## config.mk

```make
export PLATFORM = sky130hd
export DESIGN_NAME = parking_cu_sched_flat
export DESIGN_NICKNAME = d
export VERILOG_FILES = /design/src/rtl/parking_cu_sched_if.sv /design/src/rtl/parking_cu_sched.sv /design/src/flat_wrapper.sv
export SDC_FILE = /design/constraint.sdc
export NUM_CORES = 1
export LEC_CHECK = 0
export BUFFER_PORTS_ARGS = -buffer_cell sky130_fd_sc_hd__buf_2
export CAP_MARGIN = 20
export CORE_MARGIN = 2
export CORE_UTILIZATION = 55
export CTS_CLUSTER_DIAMETER = 60
export CTS_CLUSTER_SIZE = 12
export DETAILED_ROUTE_END_ITERATION = 7
export PLACE_DENSITY = 0.9
export SYNTH_ARGS = -nofsm -noshare
export SYNTH_HDL_FRONTEND = slang
export SYNTH_SLANG_ARGS = --single-unit
```

## constraint.sdc

```tcl
create_clock -name clk -period 5.4 [get_ports clk]
set_input_delay 1.62 -clock clk [delete_from_list [all_inputs] [get_ports clk]]
set_output_delay 1.62 -clock clk [all_outputs]
set_load 0.005 [all_outputs]
```

## src/rtl/parking_cu_sched_if.sv

```systemverilog
// ---------------------------------------------------------------------------
// parking_cu_sched_if
// Bundles the gate-side request/response signals and the occupancy status
// outputs of parking_cu_sched.
//   master : gate-sensor side. Drives the entry/exit requests and observes
//            the responses and status.
//   slave  : the controller itself.
// Parameter CNT_W : occupancy counter width (free counts are CNT_W+1 signed).
// Optional macro PARKING_STATS_EN adds three 16-bit statistics counters.
// ---------------------------------------------------------------------------
interface parking_cu_sched_if #(
  parameter int CNT_W = 10
);
  logic                    entry_req;
  logic                    entry_uni;
  logic                    exit_req;
  logic                    exit_uni;
  logic                    entry_grant;
  logic                    entry_deny;
  logic                    exit_ack;
  logic                    exit_err;
  logic [CNT_W-1:0]        uni_parked;
  logic [CNT_W-1:0]        reg_parked;
  logic signed [CNT_W:0]   uni_free;
  logic signed [CNT_W:0]   reg_free;
  logic                    uni_has_space;
  logic                    reg_has_space;
  logic [4:0]              hour;
  logic [CNT_W-1:0]        reg_cap;
`ifdef PARKING_STATS_EN
  logic [15:0]             deny_uni_cnt;
  logic [15:0]             deny_reg_cnt;
  logic [15:0]             exit_err_cnt;
`endif

  modport master (
    output entry_req, entry_uni, exit_req, exit_uni,
    input  entry_grant, entry_deny, exit_ack, exit_err,
    input  uni_parked, reg_parked, uni_free, reg_free,
    input  uni_has_space, reg_has_space, hour, reg_cap
`ifdef PARKING_STATS_EN
    , input deny_uni_cnt, deny_reg_cnt, exit_err_cnt
`endif
  );

  modport slave (
    input  entry_req, entry_uni, exit_req, exit_uni,
    output entry_grant, entry_deny, exit_ack, exit_err,
    output uni_parked, reg_parked, uni_free, reg_free,
    output uni_has_space, reg_has_space, hour, reg_cap
`ifdef PARKING_STATS_EN
    , output deny_uni_cnt, deny_reg_cnt, exit_err_cnt
`endif
  );
endinterface

```

## src/rtl/parking_cu_sched.sv

```systemverilog
// ---------------------------------------------------------------------------
// parking_cu_sched
// Occupancy controller for a two-class (university / regular) car park.
// Regular capacity follows an hourly schedule (base / peak / ramp) driven by
// an internal time-of-day counter. Entry and exit are one-cycle requests
// answered one cycle later with one-cycle grant/deny and ack/err pulses.
//
// Ports:
//   clk    : system clock
//   rst_n  : asynchronous active-low reset
//   bus    : parking_cu_sched_if.slave
//            in : entry_req, entry_uni, exit_req, exit_uni
//            out: entry_grant, entry_deny, exit_ack, exit_err,
//                 uni_parked, reg_parked, uni_free, reg_free (signed),
//                 uni_has_space, reg_has_space, hour, reg_cap
//
// Optional macro PARKING_STATS_EN: adds 16-bit saturating counters
// deny_uni_cnt, deny_reg_cnt and exit_err_cnt, cleared by reset and on the
// hour 23->0 wrap.
// ---------------------------------------------------------------------------
module parking_cu_sched #(
  parameter int TOTAL_CAP      = 700,
  parameter int REG_CAP_BASE   = 500,
  parameter int REG_CAP_PEAK   = 200,
  parameter int PEAK_START     = 8,
  parameter int PEAK_END       = 13,
  parameter int RAMP_HOURS     = 3,
  parameter int RAMP_STEP      = 50,
  parameter int TICKS_PER_HOUR = 3600,
  parameter int CNT_W          = 10
) (
  input logic              clk,
  input logic              rst_n,
  parking_cu_sched_if.slave bus
);

  localparam int TICK_W = (TICKS_PER_HOUR > 1) ? $clog2(TICKS_PER_HOUR) : 1;

  typedef logic signed [CNT_W:0] sval_t;
  typedef logic [CNT_W-1:0]      cnt_t;

  localparam sval_t TOTAL_S = sval_t'(TOTAL_CAP);
  localparam cnt_t  ONE     = cnt_t'(1);

  // Zero-extend an occupancy count into the signed free-space domain.
  function automatic sval_t sx(input cnt_t v);
    return sval_t'({1'b0, v});
  endfunction

  function automatic cnt_t cap_for_hour(input logic [4:0] h);
    int hi;
    hi = int'(h);
    if (hi >= PEAK_START && hi < PEAK_END)
      return cnt_t'(REG_CAP_PEAK);
    else if (hi >= PEAK_END && hi < PEAK_END + RAMP_HOURS)
      return cnt_t'(REG_CAP_PEAK + (hi - PEAK_END + 1) * RAMP_STEP);
    return cnt_t'(REG_CAP_BASE);
  endfunction

  function automatic sval_t uni_free_of(input cnt_t u, input cnt_t r);
    return TOTAL_S - (sx(u) + sx(r));
  endfunction

  // Once university cars spill past their share, the regular area is bounded
  // by the whole car park rather than by the regular capacity.
  function automatic sval_t reg_free_of(input cnt_t u, input cnt_t r, input cnt_t cap);
    if (sx(u) > TOTAL_S - sx(cap))
      return TOTAL_S - (sx(u) + sx(r));
    return sx(cap) - sx(r);
  endfunction

  // -------------------------------------------------------------------------
  // State
  // -------------------------------------------------------------------------
  logic [TICK_W-1:0] tick_q;
  logic [4:0]        hour_q;
  cnt_t              cap_q;
  cnt_t              uni_q;
  cnt_t              reg_q;
  logic              grant_q;
  logic              deny_q;
  logic              ack_q;
  logic              err_q;

  // -------------------------------------------------------------------------
  // Timekeeping
  // -------------------------------------------------------------------------
  logic       tick_wrap;
  logic       day_wrap;
  logic [4:0] hour_next;

  assign tick_wrap = (tick_q == TICK_W'(TICKS_PER_HOUR - 1));
  assign day_wrap  = tick_wrap && (hour_q == 5'd23);
  assign hour_next = (hour_q == 5'd23) ? 5'd0 : hour_q + 5'd1;

  // NOTE: sequential state uses non-blocking assignments so every register
  // samples the pre-edge values, independent of statement order.
  always_ff @(posedge clk or negedge rst_n) begin
    if (!rst_n) begin
      tick_q <= '0;
      hour_q <= '0;
      cap_q  <= cnt_t'(REG_CAP_BASE);
    end else if (tick_wrap) begin
      tick_q <= '0;
      hour_q <= hour_next;
      // Capacity moves on the same edge as the hour, so it never lags.
      cap_q  <= cap_for_hour(hour_next);
    end else begin
      tick_q <= tick_q + TICK_W'(1);
    end
  end

  // -------------------------------------------------------------------------
  // Request handling: apply the exit first, then admit against the counts
  // that result, so a space freed this cycle can be reused immediately.
  // -------------------------------------------------------------------------
  logic exit_ok;
  logic admit;
  cnt_t uni_ae;
  cnt_t reg_ae;
  cnt_t uni_d;
  cnt_t reg_d;

  // NOTE: every always_comb output gets a default first; a path that leaves
  // one unassigned would infer a latch.
  always_comb begin
    exit_ok = 1'b0;
    admit   = 1'b0;
    uni_ae  = uni_q;
    reg_ae  = reg_q;

    if (bus.exit_req)
      exit_ok = bus.exit_uni ? (uni_q != '0) : (reg_q != '0);
    if (exit_ok) begin
      if (bus.exit_uni) uni_ae = uni_q - ONE;
      else              reg_ae = reg_q - ONE;
    end

    // cap_q is still the pre-edge value here, even on an hour boundary.
    if (bus.entry_req)
      admit = bus.entry_uni ? (uni_free_of(uni_ae, reg_ae) > sval_t'(0))
                            : (reg_free_of(uni_ae, reg_ae, cap_q) > sval_t'(0));

    uni_d = uni_ae;
    reg_d = reg_ae;
    if (admit) begin
      if (bus.entry_uni) uni_d = uni_ae + ONE;
      else               reg_d = reg_ae + ONE;
    end
  end

  always_ff @(posedge clk or negedge rst_n) begin
    if (!rst_n) begin
      uni_q   <= '0;
      reg_q   <= '0;
      grant_q <= 1'b0;
      deny_q  <= 1'b0;
      ack_q   <= 1'b0;
      err_q   <= 1'b0;
    end else begin
      uni_q   <= uni_d;
      reg_q   <= reg_d;
      grant_q <= admit;
      deny_q  <= bus.entry_req & ~admit;
      ack_q   <= exit_ok;
      err_q   <= bus.exit_req & ~exit_ok;
    end
  end

  // -------------------------------------------------------------------------
  // Outputs
  // -------------------------------------------------------------------------
  sval_t uni_free_w;
  sval_t reg_free_w;

  assign uni_free_w = uni_free_of(uni_q, reg_q);
  assign reg_free_w = reg_free_of(uni_q, reg_q, cap_q);

  assign bus.entry_grant   = grant_q;
  assign bus.entry_deny    = deny_q;
  assign bus.exit_ack      = ack_q;
  assign bus.exit_err      = err_q;
  assign bus.uni_parked    = uni_q;
  assign bus.reg_parked    = reg_q;
  assign bus.uni_free      = uni_free_w;
  assign bus.reg_free      = reg_free_w;
  assign bus.uni_has_space = (uni_free_w > sval_t'(0));
  assign bus.reg_has_space = (reg_free_w > sval_t'(0));
  assign bus.hour          = hour_q;
  assign bus.reg_cap       = cap_q;

`ifdef PARKING_STATS_EN
  // -------------------------------------------------------------------------
  // Statistics: count on the same edge that raises the matching pulse.
  // The daily clear takes priority over an event on the wrap edge.
  // -------------------------------------------------------------------------
  logic [15:0] deny_uni_q;
  logic [15:0] deny_reg_q;
  logic [15:0] err_cnt_q;
  logic        deny_uni_ev;
  logic        deny_reg_ev;
  logic        err_ev;

  assign deny_uni_ev = bus.entry_req &  bus.entry_uni & ~admit;
  assign deny_reg_ev = bus.entry_req & ~bus.entry_uni & ~admit;
  assign err_ev      = bus.exit_req & ~exit_ok;

  always_ff @(posedge clk or negedge rst_n) begin
    if (!rst_n) begin
      deny_uni_q <= '0;
      deny_reg_q <= '0;
      err_cnt_q  <= '0;
    end else if (day_wrap) begin
      deny_uni_q <= '0;
      deny_reg_q <= '0;
      err_cnt_q  <= '0;
    end else begin
      if (deny_uni_ev && deny_uni_q != 16'hFFFF) deny_uni_q <= deny_uni_q + 16'd1;
      if (deny_reg_ev && deny_reg_q != 16'hFFFF) deny_reg_q <= deny_reg_q + 16'd1;
      if (err_ev      && err_cnt_q  != 16'hFFFF) err_cnt_q  <= err_cnt_q  + 16'd1;
    end
  end

  assign bus.deny_uni_cnt = deny_uni_q;
  assign bus.deny_reg_cnt = deny_reg_q;
  assign bus.exit_err_cnt = err_cnt_q;
`else
  logic unused_day_wrap;
  assign unused_day_wrap = day_wrap;
`endif

endmodule

```

## src/flat_wrapper.sv

```systemverilog
// flat-port wrapper written by rule: the top's interface ports become plain ports
module parking_cu_sched_flat 
#(
  parameter int TOTAL_CAP      = 700,
  parameter int REG_CAP_BASE   = 500,
  parameter int REG_CAP_PEAK   = 200,
  parameter int PEAK_START     = 8,
  parameter int PEAK_END       = 13,
  parameter int RAMP_HOURS     = 3,
  parameter int RAMP_STEP      = 50,
  parameter int TICKS_PER_HOUR = 3600,
  parameter int CNT_W          = 10
)
  (clk, rst_n, bus_entry_req, bus_entry_uni, bus_exit_req, bus_exit_uni, bus_entry_grant, bus_entry_deny, bus_exit_ack, bus_exit_err, bus_uni_parked, bus_reg_parked, bus_uni_free, bus_reg_free, bus_uni_has_space, bus_reg_has_space, bus_hour, bus_reg_cap);
  parking_cu_sched_if #(.CNT_W(CNT_W)) bus_i ();
  input logic clk;
  input logic rst_n;
  input wire logic [$bits(bus_i.entry_req)-1:0] bus_entry_req;
  input wire logic [$bits(bus_i.entry_uni)-1:0] bus_entry_uni;
  input wire logic [$bits(bus_i.exit_req)-1:0] bus_exit_req;
  input wire logic [$bits(bus_i.exit_uni)-1:0] bus_exit_uni;
  output wire logic [$bits(bus_i.entry_grant)-1:0] bus_entry_grant;
  output wire logic [$bits(bus_i.entry_deny)-1:0] bus_entry_deny;
  output wire logic [$bits(bus_i.exit_ack)-1:0] bus_exit_ack;
  output wire logic [$bits(bus_i.exit_err)-1:0] bus_exit_err;
  output wire logic [$bits(bus_i.uni_parked)-1:0] bus_uni_parked;
  output wire logic [$bits(bus_i.reg_parked)-1:0] bus_reg_parked;
  output wire logic [$bits(bus_i.uni_free)-1:0] bus_uni_free;
  output wire logic [$bits(bus_i.reg_free)-1:0] bus_reg_free;
  output wire logic [$bits(bus_i.uni_has_space)-1:0] bus_uni_has_space;
  output wire logic [$bits(bus_i.reg_has_space)-1:0] bus_reg_has_space;
  output wire logic [$bits(bus_i.hour)-1:0] bus_hour;
  output wire logic [$bits(bus_i.reg_cap)-1:0] bus_reg_cap;
  assign bus_i.entry_req = bus_entry_req;
  assign bus_i.entry_uni = bus_entry_uni;
  assign bus_i.exit_req = bus_exit_req;
  assign bus_i.exit_uni = bus_exit_uni;
  assign bus_entry_grant = bus_i.entry_grant;
  assign bus_entry_deny = bus_i.entry_deny;
  assign bus_exit_ack = bus_i.exit_ack;
  assign bus_exit_err = bus_i.exit_err;
  assign bus_uni_parked = bus_i.uni_parked;
  assign bus_reg_parked = bus_i.reg_parked;
  assign bus_uni_free = bus_i.uni_free;
  assign bus_reg_free = bus_i.reg_free;
  assign bus_uni_has_space = bus_i.uni_has_space;
  assign bus_reg_has_space = bus_i.reg_has_space;
  assign bus_hour = bus_i.hour;
  assign bus_reg_cap = bus_i.reg_cap;
  parking_cu_sched #(.TOTAL_CAP(TOTAL_CAP), .REG_CAP_BASE(REG_CAP_BASE), .REG_CAP_PEAK(REG_CAP_PEAK), .PEAK_START(PEAK_START), .PEAK_END(PEAK_END), .RAMP_HOURS(RAMP_HOURS), .RAMP_STEP(RAMP_STEP), .TICKS_PER_HOUR(TICKS_PER_HOUR), .CNT_W(CNT_W)) u_core (.clk(clk), .rst_n(rst_n), .bus(bus_i));
endmodule
```

Yosys cells after proc, flatten, opt, wreduce, memory -nomap -nowiden
Cells that the tools add are included.

word-level totals
  output and inout port bits = 63
  bits of input ports = 6
  word-level logic and storage cells = 74
  register bits after elaboration = 51

cells by class
  multiplexer cells = 28
  reduce and logical (&&, ||, !) cells = 4
  bitwise operators = 4
  order comparisons = 10
  add/sub/neg operators = 16
  equal/unequal tests = 2
  multipliers = 1

operator list
  cell                      number
  $mux W10                  11
  $mux W11                  5
  $gt A11 B1 Y1 const B     4
  $add A32 B2 Y32 const B   1
  $mul A32 B6 Y9 const B    1
  $add A10 B10 Y11          2
  $gt A11 B11 Y1            2
  $sub A10 B10 Y11          2
  $sub A11 B11 Y11 const A  2
  $add A10 B1 Y10 const B   2
  $reduce_bool A10 Y1       2
  $sub A10 B1 Y10 const B   2
  $add A12 B1 Y12 const B   1
  $eq A12 B12 Y1 const B    1
  $mux W12                  1
  $sub A10 B10 Y11 const A  1
  $add A9 B10 Y10 const A   1
  $ge A5 B4 Y1 const B      2
  $mux W1                   10
  $sub A5 B4 Y6 const B     1
  $add A5 B1 Y5 const B     1
  $eq A5 B5 Y1 const B      1
  $lt A5 B4 Y1 const B      1
  $lt A5 B5 Y1 const B      1
  4 further kinds           7

Depth between registers and ports, before layout
Gate-level depths: netlist of the first run.

  depth after elaboration = 14
  mapped depth = 21
  mapped depth without buffers = 20

Least setup slack after synthesis of the first run
OpenSTA, ideal clock, no wires.

  path type = register to output
  start = reg u_core.cap_q[1] (netlist: u_core.bus.reg_cap[1])
  end = out bus_reg_has_space
  required time = 3.780 ns
  slack = -0.185 ns
  stages on the path, launching flop included = 15
  data arrival time = 3.965 ns
  path buffers = 1
  path through = dfrtp_1 ha_1 a41oi_1 inv_1 a21oi_1 xnor2_1 ha_1 nand2_1 or3_1 a21o_1 a21oi_1 clkbuf_1 mux2_2 or4b_1 o31a_1

on the way
  longest elaborated chain between the ends = 5
  elaborated cells between the ends (all ways) = 6
  those cells by class = add/sub: 2; order compare: 2; mux: 2

RTL lines
  item                       RTL line                 text
  from (decl)                parking_cu_sched.sv:77   cnt_t cap_q;
  from (signal assigned)     parking_cu_sched.sv:102  cap_q <= cnt_t'(REG_CAP_BASE);
  from (signal assigned)     parking_cu_sched.sv:107  cap_q <= cap_for_hour(hour_next);
  $sub A10 B10 Y11           parking_cu_sched.sv:67   if (sx(u) > TOTAL_S - sx(cap))
  $gt A11 B11 Y1             parking_cu_sched.sv:67
  $mux W1                    parking_cu_sched.sv:67
  $mux W11 (*)               parking_cu_sched.sv:69   return sx(cap) - sx(r);
  named net bus_reg_free[3]  flat_wrapper.sv:29       output wire logic [$bits(bus_i.reg_free)-1:0] bus_reg_free;
  $gt A11 B1 Y1 (*)          parking_cu_sched.sv:188  assign bus.reg_has_space = (reg_free_w > sval_t'(0));
  to (decl)                  flat_wrapper.sv:31       output wire logic [$bits(bus_i.reg_has_space)-1:0] bus_reg_has_space;

The timed path passes the listed nets; every way through them passes the cells marked *.

Worst setup path after layout of the first run
  start = reg u_core.cap_q[1] (netlist: u_core.bus.reg_cap[1])
  end = out bus_reg_has_space

on the way
  longest elaborated chain between the ends = 5
  elaborated cells between the ends (all ways) = 6
  those cells by class = add/sub: 2; order compare: 2; mux: 2

RTL lines
  item               RTL line
  $sub A10 B10 Y11   parking_cu_sched.sv:67
  $gt A11 B11 Y1     parking_cu_sched.sv:67
  $mux W1            parking_cu_sched.sv:67
  $mux W11 (*)       parking_cu_sched.sv:69
  $gt A11 B1 Y1 (*)  parking_cu_sched.sv:188

Every way passes the cells marked *; elsewhere a longest branch is shown, timed or not.

==> qor.txt, run 1 <==
status: complete, but fails checks
failing checks: setup timing
Worst Hold Depth: 1
RSZ-0062 raised after global routing: yes
largest net degree at the start of global routing: 51
beginning of the worst hold path: u_core.tick_q[0]
worst hold path type: flop to flop
sw frac: 50.2%
Final HPWL DP: 14000 um
commonest cells after routing, fill and taps aside: ha_1 (94), inv_1 (85), buf_4 (80)
first-pass GRT wire length: 29200 um
mapped cell area: 6240 um^2
cts bufs inserted: 5
Die Width: 111 um
reg-to-reg startpoint: u_core.bus.hour[0]
max-slew violation count: 0
num rows: 38
DR pass1 iterations: 5
GRT Residual Overflow: 0
Max clock buf depth: 2
Layout Cells excl Fill: 1018
period utilization: 104%
crit path launch type: flop
placed cell count: 996
Top FF cell, synth: dfrtp_1
unique cell type count in the Yosys netlist: 80
number of synthesized register bits: 50
Flop pwr share: 12.8%
Arrival @ worst endpoint: 3.98 ns
area of placed instances: 7200 um^2
Global Route Usage Sum: 29.1%
asr flop ratio synth: 100%
htree depth: 2
reg-to-reg endpoint: u_core.bus.reg_cap[9]
antenna-violating nets left: 0
DR WL/cell: 19.8 um
Synthesis Warnings: 0
Int Power: 0.00230 W
worst stage delay on the critical path: 0.43 ns
Sink Count: 50
leading cell type in the layout, fill and taps excluded: ha_1
core area: 10900 um^2
DRT Wirelength: 20200 um
Reg clk slew, reported paths: 0.07 ns
hold-critical path endpoint: u_core.tick_q[0]
Worst EP required: 3.78 ns
hold_buf cts: 0
register area: 1260 um^2
nets@finish: 986
worst reg2reg setup slack: 0.30 ns
post-route worst setup slack: -0.204 ns
full die area: 12200 um^2
share of layout cells above drive strength 1: 25.4%
Vias/cell: 6.32
Clock Latency Late Sink: 0.30 ns
post-synthesis sequential area ratio: 20.2%
Worst Reg2Reg Path Length in Cells: 21
Max VDD drop: 0.777 mV
Slew headroom: 55.5%
Die Span Y: 111 um
combinational power share: 79.1%
post-route design area: 7650 um^2
Root Buffer: clkbuf_16
Tmin final: 5.60 ns
Layout Area Growth over Synthesis: 22.7%
Least-Margin Pin Slew: 0.668 ns
critical setup path kind: flop to primary output
Post-synth EDFFs: 0
share of total power in the clock network: 8.1%
syn_nets: 844
Initial Util: 57.0%
area of the multi-input gates: 4760 um^2
vias in the first global route: 5982
pwr/cell area: 603 nW/um^2
Buf/Inv on CP: 3
Setup violations, final: 1
Gate Count Post-Synth: 735
vias post-DR: 6429
critical path depth: 16
Final GP Congestion: 1.10
First DRT Iteration DRCs: 596
number of max-cap violations: 0
CP Capture Type: primary output
final hold vios: 0
crit path max fanout: 5
fmax: 0.178 GHz
LEAKAGE: 3.81 nW
IO Count: 69
CTS tree: built
Synth Area per Inst: 8.49 um^2
number of antenna diodes: 0
crit-path leading delay family: compound AO/OA/AOI/OAI gates
DRC viols: 0
worst path cell trace: buf_6 > ha_4 > a41oi_2 > inv_1 > a21oi_2 > xnor2_2 > ha_1 > nand2_1 > or3_4 > a21o_1 > a21oi_4 > mux2_4 > nor2_1 > or4b_1 > o31a_1 > buf_2
initial antenna violation count: 0
slowest CP cell: or4b_1
# port buffers: 67
switching pwr: 0.00232 W
Fill cells: 743
Clock Skew: 0.00559 ns
-- how the worst max path moves through the flow --
stage,start,end,slack [ns]
after floorplan,bus_exit_uni,u_core.bus.reg_parked[1],0.04
after global placement,bus_exit_uni,u_core.bus.reg_parked[1],-0.02
after detailed placement,bus_exit_uni,u_core.bus.reg_parked[8],-0.16
after CTS,u_core.bus.reg_cap[2],bus_reg_has_space,-0.06
after global routing,u_core.bus.reg_cap[2],bus_reg_has_space,-0.34
final,u_core.bus.reg_cap[1],bus_reg_has_space,-0.20
-- repair_timing --
| action | in CTS | in global routing |
|---|---|---|
| pin swaps | 5 | 14 |
| endpoints found under the setup margin | 2 | 15 |
| resized for setup | 14 | 21 |
| cloned | 0 | 0 |
| buffers inserted | 5 | 9 |
-- power by group through the flow --
| stage | sequential (W) | clock [W] | combinational, W |
|---|---|---|---|
| 6_report | 0.000590 | 0.000375 | 0.00365 |
| 5_1_grt | 0.000588 | 0.000394 | 0.00394 |
| 4_1_cts | 0.000570 | 0.000375 | 0.00339 |
| 3_5_place_dp | 0.000577 | 0 | 0.00331 |
| 3_3_place_gp | 0.000579 | 0 | 0.00324 |
| 2_1_floorplan | 0.000562 | 0 | 0.00209 |
-- kinds of logic (layout without fill, tap and decap cells) --
group                    Yosys count  after routing  share of synthesized area, %
multiplexers                      17             17                          2.95
other                              1              1                        0.0601
AO/OA/AOI/OAI                    147            147                          16.2
XOR/XNOR                          94             94                          13.9
AND/OR/NAND/NOR                  223            223                          19.1
flip-flops                        50             50                          20.2
buffers and inverters            100            243                          6.12
adder cells (fa/ha/maj)          103            103                          21.5
-- registers in the layout, indices dropped and copies added, names as in the netlist --
name / count
u_core.bus.reg_cap: 9
u_core.bus.reg_parked: 10
u_core.bus.uni_parked: 10
u_core.bus.hour: 5
u_core.bus.exit_err: 1
u_core.bus.entry_grant: 1
u_core.bus.entry_deny: 1
u_core.tick_q: 12
u_core.bus.exit_ack: 1
-- cell usage after synthesis (3+ instances only) --
| cell | instances | share of area, % |
|---|---|---|
| dfrtp_1 | 44 | 18 |
| dfstp_2 | 6 | 2.5 |
| nand2b_1 | 11 | 1.1 |
| xnor2_1 | 64 | 9.0 |
| o21ai_0 | 33 | 2.6 |
| nor4_1 | 8 | 0.80 |
| or4_1 | 3 | 0.36 |
| nor2b_1 | 10 | 1.0 |
| nor4b_1 | 5 | 0.70 |
| nor2_1 | 53 | 3.2 |
| inv_1 | 85 | 5.1 |
| a2111oi_0 | 3 | 0.42 |
| o2111ai_1 | 4 | 0.56 |
| and4_1 | 3 | 0.42 |
| o211ai_1 | 6 | 0.72 |
| or3_1 | 6 | 0.60 |
| a211oi_1 | 5 | 0.60 |
| nand2_1 | 50 | 3.0 |
| and2_1 | 4 | 0.40 |
| a21o_1 | 13 | 1.6 |
| or2_2 | 8 | 0.80 |
| o21a_1 | 6 | 0.72 |
| ha_1 | 96 | 19 |
| clkbuf_1 | 10 | 0.60 |
| nand4_1 | 7 | 0.70 |
| fa_1 | 7 | 2.2 |
| a41oi_1 | 3 | 0.42 |
| o21bai_1 | 4 | 0.48 |
| a31oi_1 | 3 | 0.30 |
| and3_1 | 6 | 0.60 |
| xor2_1 | 27 | 3.8 |
| mux2_2 | 10 | 1.8 |
| nand3_1 | 16 | 1.3 |
| a21oi_1 | 41 | 3.3 |
| nor3_1 | 16 | 1.3 |
| mux2i_1 | 6 | 0.96 |
-- stage by stage --
stage	TNS, ns	setup WS, ns	util (%)	power, W	hold slack (ns)
2_1_floorplan	0	0.0391	-	0.00266	0.448
3_3_place_gp	-0.0192	-0.0192	65.9	0.00382	0.468
3_5_place_dp	-0.431	-0.158	65.9	0.00389	0.473
4_1_cts	-0.0599	-0.0599	68.4	0.00433	0.483
5_1_grt	-1.27	-0.336	70.0	0.00492	0.520
6_report	-0.204	-0.204	70.0	0.00462	0.485
-- area by class of cell --
class	count	share of cell area (%)
Clock inverter	3	0.638
Clock buffer	5	1.64
Sequential cell	50	16.5
Inverter	86	4.22
Timing Repair Buffer	149	12.5
Multi-Input combinational cell	585	62.2
Tap cell	140	2.29
-- routing by layer --
metal  up-vias  GRT usage [%]  share of wire (%)
met1      2979           34.9                 38
met3       152           5.43                8.6
met5         -              0                  0
met2       417           49.2                 46
met4         0           15.9                7.5
li1       2881              -                  -
No activity file was read; power rests on OpenSTA's default activity.
==> run 2: changes to the inputs <==
--- a/config.mk
+++ b/config.mk
@@ -5,14 +5,16 @@
 export SDC_FILE = /design/constraint.sdc
 export NUM_CORES = 1
 export LEC_CHECK = 0
+export ABC_AREA = 1
 export BUFFER_PORTS_ARGS = -buffer_cell sky130_fd_sc_hd__buf_2
 export CAP_MARGIN = 20
 export CORE_MARGIN = 2
-export CORE_UTILIZATION = 55
+export CORE_UTILIZATION = 56
 export CTS_CLUSTER_DIAMETER = 60
 export CTS_CLUSTER_SIZE = 12
 export DETAILED_ROUTE_END_ITERATION = 7
 export PLACE_DENSITY = 0.9
+export RECOVER_POWER = 50
 export SYNTH_ARGS = -nofsm -noshare
 export SYNTH_HDL_FRONTEND = slang
 export SYNTH_SLANG_ARGS = --single-unit
==> qor.txt, run 2 <==
status: complete, but fails checks
failing checks: capacitance limit, slew limit
max-slew violation count: 51 (+51)
RSZ-0062 raised after global routing: no
Vias/cell: 5.53 (-12%)
full die area: 13900 um^2 (+14%)
setup_tns: 0 ns (+0.204 ns)
DR WL/cell: 14.4 um (-27%)
commonest cells in the netlist: nand2_1 (321), inv_1 (190), ha_1 (96)
asr flop ratio synth: 100% (unchanged)
Top FF cell, synth: dfrtp_1
Arrival @ worst endpoint: 3.46 ns (-0.52 ns)
pwr/cell area: 603 nW/um^2 (about the same)
Least-Margin Pin Slew: 2.75 ns (+2.08 ns)
initial antenna violation count: 0 (unchanged)
DR pass1 iterations: 5 (unchanged)
area of placed instances: 7760 um^2 (+7.8%)
Max clock buf depth: 2 (unchanged)
Die Span Y: 118 um (+6.5%)
Final HPWL DP: 15800 um (+13%)
Worst EP required: 3.78 ns (about the same)
Compound-Gate Fraction of Synth Area: 9.43% (-6.7 points)
htree depth: 2 (unchanged)
# port buffers: 67 (unchanged)
post-synthesis sequential area ratio: 17.4% (-2.8 points)
num rows: 41 (+7.9%)
antenna-violating nets left: 0 (unchanged)
post-synth top area cell: nand2_1
hold_buf cts: 0 (unchanged)
crit path max fanout: 20 (+15)
crit-path leading delay family: simple AND/OR/NAND/NOR gates
share of layout cells above drive strength 1: 12.1% (-13 points)
syn_nets: 1236 (+46%)
Layout Utilization: 62.8% (-7.2 points)
max reg flops: 12 (unchanged)
Setup violations, final: 0 (-1)
GRT Residual Overflow: 0 (unchanged)
final hold vios: 0 (unchanged)
Global Route Usage Sum: 28.2% (-0.91 points)
Post-Synth Adder-Cell Area: 18.5% (-3.0 points)
number of synthesized register bits: 50 (unchanged)
DRC viols: 0 (unchanged)
Final GP Congestion: 0.994 (-9.3%)
vias in the first global route: 6802 (+14%)
first-pass GRT wire length: 32400 um (+11%)
top-count cell post-synth: nand2_1
Post-Synth XOR/XNOR Area: 7.96% (-6.0 points)
Synthesis Warnings: 0 (unchanged)
Buf/Inv on CP: 3 (unchanged)
mapped cell area: 7240 um^2 (+16%)
worst hold path type: flop to flop
LEAKAGE: 4.48 nW (+18%)
Synth Area per Inst: 6.43 um^2 (-24%)
fmax: 0.197 GHz (+10%)
core area: 12600 um^2 (+15%)
CTS tree: built
top post-synthesis cells by area: nand2_1 (17%), ha_1 (17%), dfrtp_1 (15%), inv_1 (9.8%), xor2_1 (6.0%)
CP Capture Type: primary output
post-route design area: 7920 um^2 (+3.5%)
Clock Skew: 0.00696 ns (+0.00137 ns)
DRT Wirelength: 19800 um (-2.0%)
First DRT Iteration DRCs: 707 (+19%)
WHS: 0.468 ns (-0.0166 ns)
number of max-cap violations: 1 (+1)
Reg clk slew, reported paths: 0.07 ns (about the same)
vias post-DR: 7569 (+18%)
Tmin final: 5.08 ns (-0.528 ns)
leading cell type in the layout, fill and taps excluded: nand2_1
IO Count: 69 (unchanged)
Gate Count Post-Synth: 1127 (+53%)
period utilization: 94.0% (-9.8 points)
Post-synth EDFFs: 0 (unchanged)
main combinational cell family by area after synthesis: simple AND/OR/NAND/NOR gates
Root Buffer: clkbuf_16
post-synthesis mux area share: 0% (-2.9 points)
cts bufs inserted: 5 (unchanged)
Sink Count: 50 (unchanged)
nets@finish: 1304 (+32%)
simple-gate share of the synthesized area: 34.2% (+15 points)
Layout Area Growth over Synthesis: 9.36%
Yosys top cell area share: 16.6% (-2.6 points)
Clock Latency Late Sink: 0.30 ns (about the same)
Max VDD drop: 0.398 mV (-49%)
slowest CP cell: dfstp_2
largest net degree at the start of global routing: 51 (unchanged)
unique cell type count in the Yosys netlist: 47 (-41%)
Slew headroom: -83.2% (-140 points)
Critical Path Most Common Cell: nand2_1
commonest cells after routing, fill and taps aside: nand2_1 (321), inv_1 (192), ha_1 (96)
crit path launch type: flop
worst path cell trace: ha_1 > nand3_1 > o21ai_1 > xor2_1 > ha_1 > nand2_1 > inv_1 > o21ai_0 > nand2_1 > nand2_1 > nand2_1 > nand2_1 > nand2_4 > o21ai_1 > nand3_1 > nor2_1 > nand3_1 > nand2_1 > inv_1 > buf_2
critical setup path kind: flop to primary output
number of antenna diodes: 0 (unchanged)
Initial Util: 57.4% (+0.35 points)
Biggest register: u_core.tick_q
Die Width: 118 um (+6.5%)
worst stage delay on the critical path: 0.63 ns (+0.20 ns)
==> run 2: kinds of logic (layout without fill, tap and decap cells) <==
| family | after synthesis | in the layout |
|---|---|---|
| buf+inv | 224 | 293 |
| xor+xnor | 65 | 65 |
| compound gates | 122 | 122 |
| other cells | 1 | 1 |
| simple gates | 562 | 562 |
| fa+ha+maj | 103 | 103 |
| flops | 50 | 50 |
==> run 2: metal layers <==
metal	track usage, %	share of wire (%)
met1	37.8	42
met2	47.1	45
met3	2.37	8.8
met4	10.8	3.9
met5	0	0
==> run 2: final cells by class <==
class / count / area (um^2)
multi-input combinational: 853 / 5100
fill: 1118 / 4700
sequential: 50 / 1260
inverter: 205 / 772
timing repair buffer: 80 / 424
tap: 172 / 215
clock buffer: 5 / 125
clock inverter: 3 / 27.5
==> run 2: final timing paths <==
check,slack (ns),start,to,depth (start not counted)
worst max register to register,0.57,u_core.bus.hour[1],u_core.bus.reg_cap[9],28
min in group asynchronous,2.28,rst_n,u_core.tick_q[11],2
worst max-delay path,0.32,u_core.bus.reg_cap[2],bus_reg_has_space,20
max in group asynchronous,1.35,rst_n,u_core.bus.reg_cap[3],2
worst min register to register,0.47,u_core.tick_q[0],u_core.tick_q[0],1
worst min-delay path,0.47,u_core.tick_q[0],u_core.tick_q[0],1
==> run 2: report_power, final <==
| group | total, W | switching, W | internal [W] |
|---|---|---|---|
| Clock | 0.000337 | 0.000160 | 0.000177 |
| Sequential | 0.000608 | 0.000152 | 0.000456 |
| Combinational | 0.00383 | 0.00237 | 0.00146 |
==> run 2: metrics by stage <==
| step | instances | worst slack, ns | power [W] |
|---|---|---|---|
| 6_report | 1368 | 0.323 | 0.00477 |
| 3_3_place_gp | 1360 | 0.290 | 0.00424 |
| 4_1_cts | 1368 | 0.0346 | 0.00470 |
| 5_1_grt | 1368 | 0.0542 | 0.00524 |
| 2_1_floorplan | 1127 | 0.734 | 0.00327 |
| 3_5_place_dp | 1360 | 0.192 | 0.00434 |
==> run 2: repair_timing <==
item	4_1_cts	5_1_grt
endpoints found under the setup margin	1	2
buffers inserted	0	0
gates resized for setup	1	9
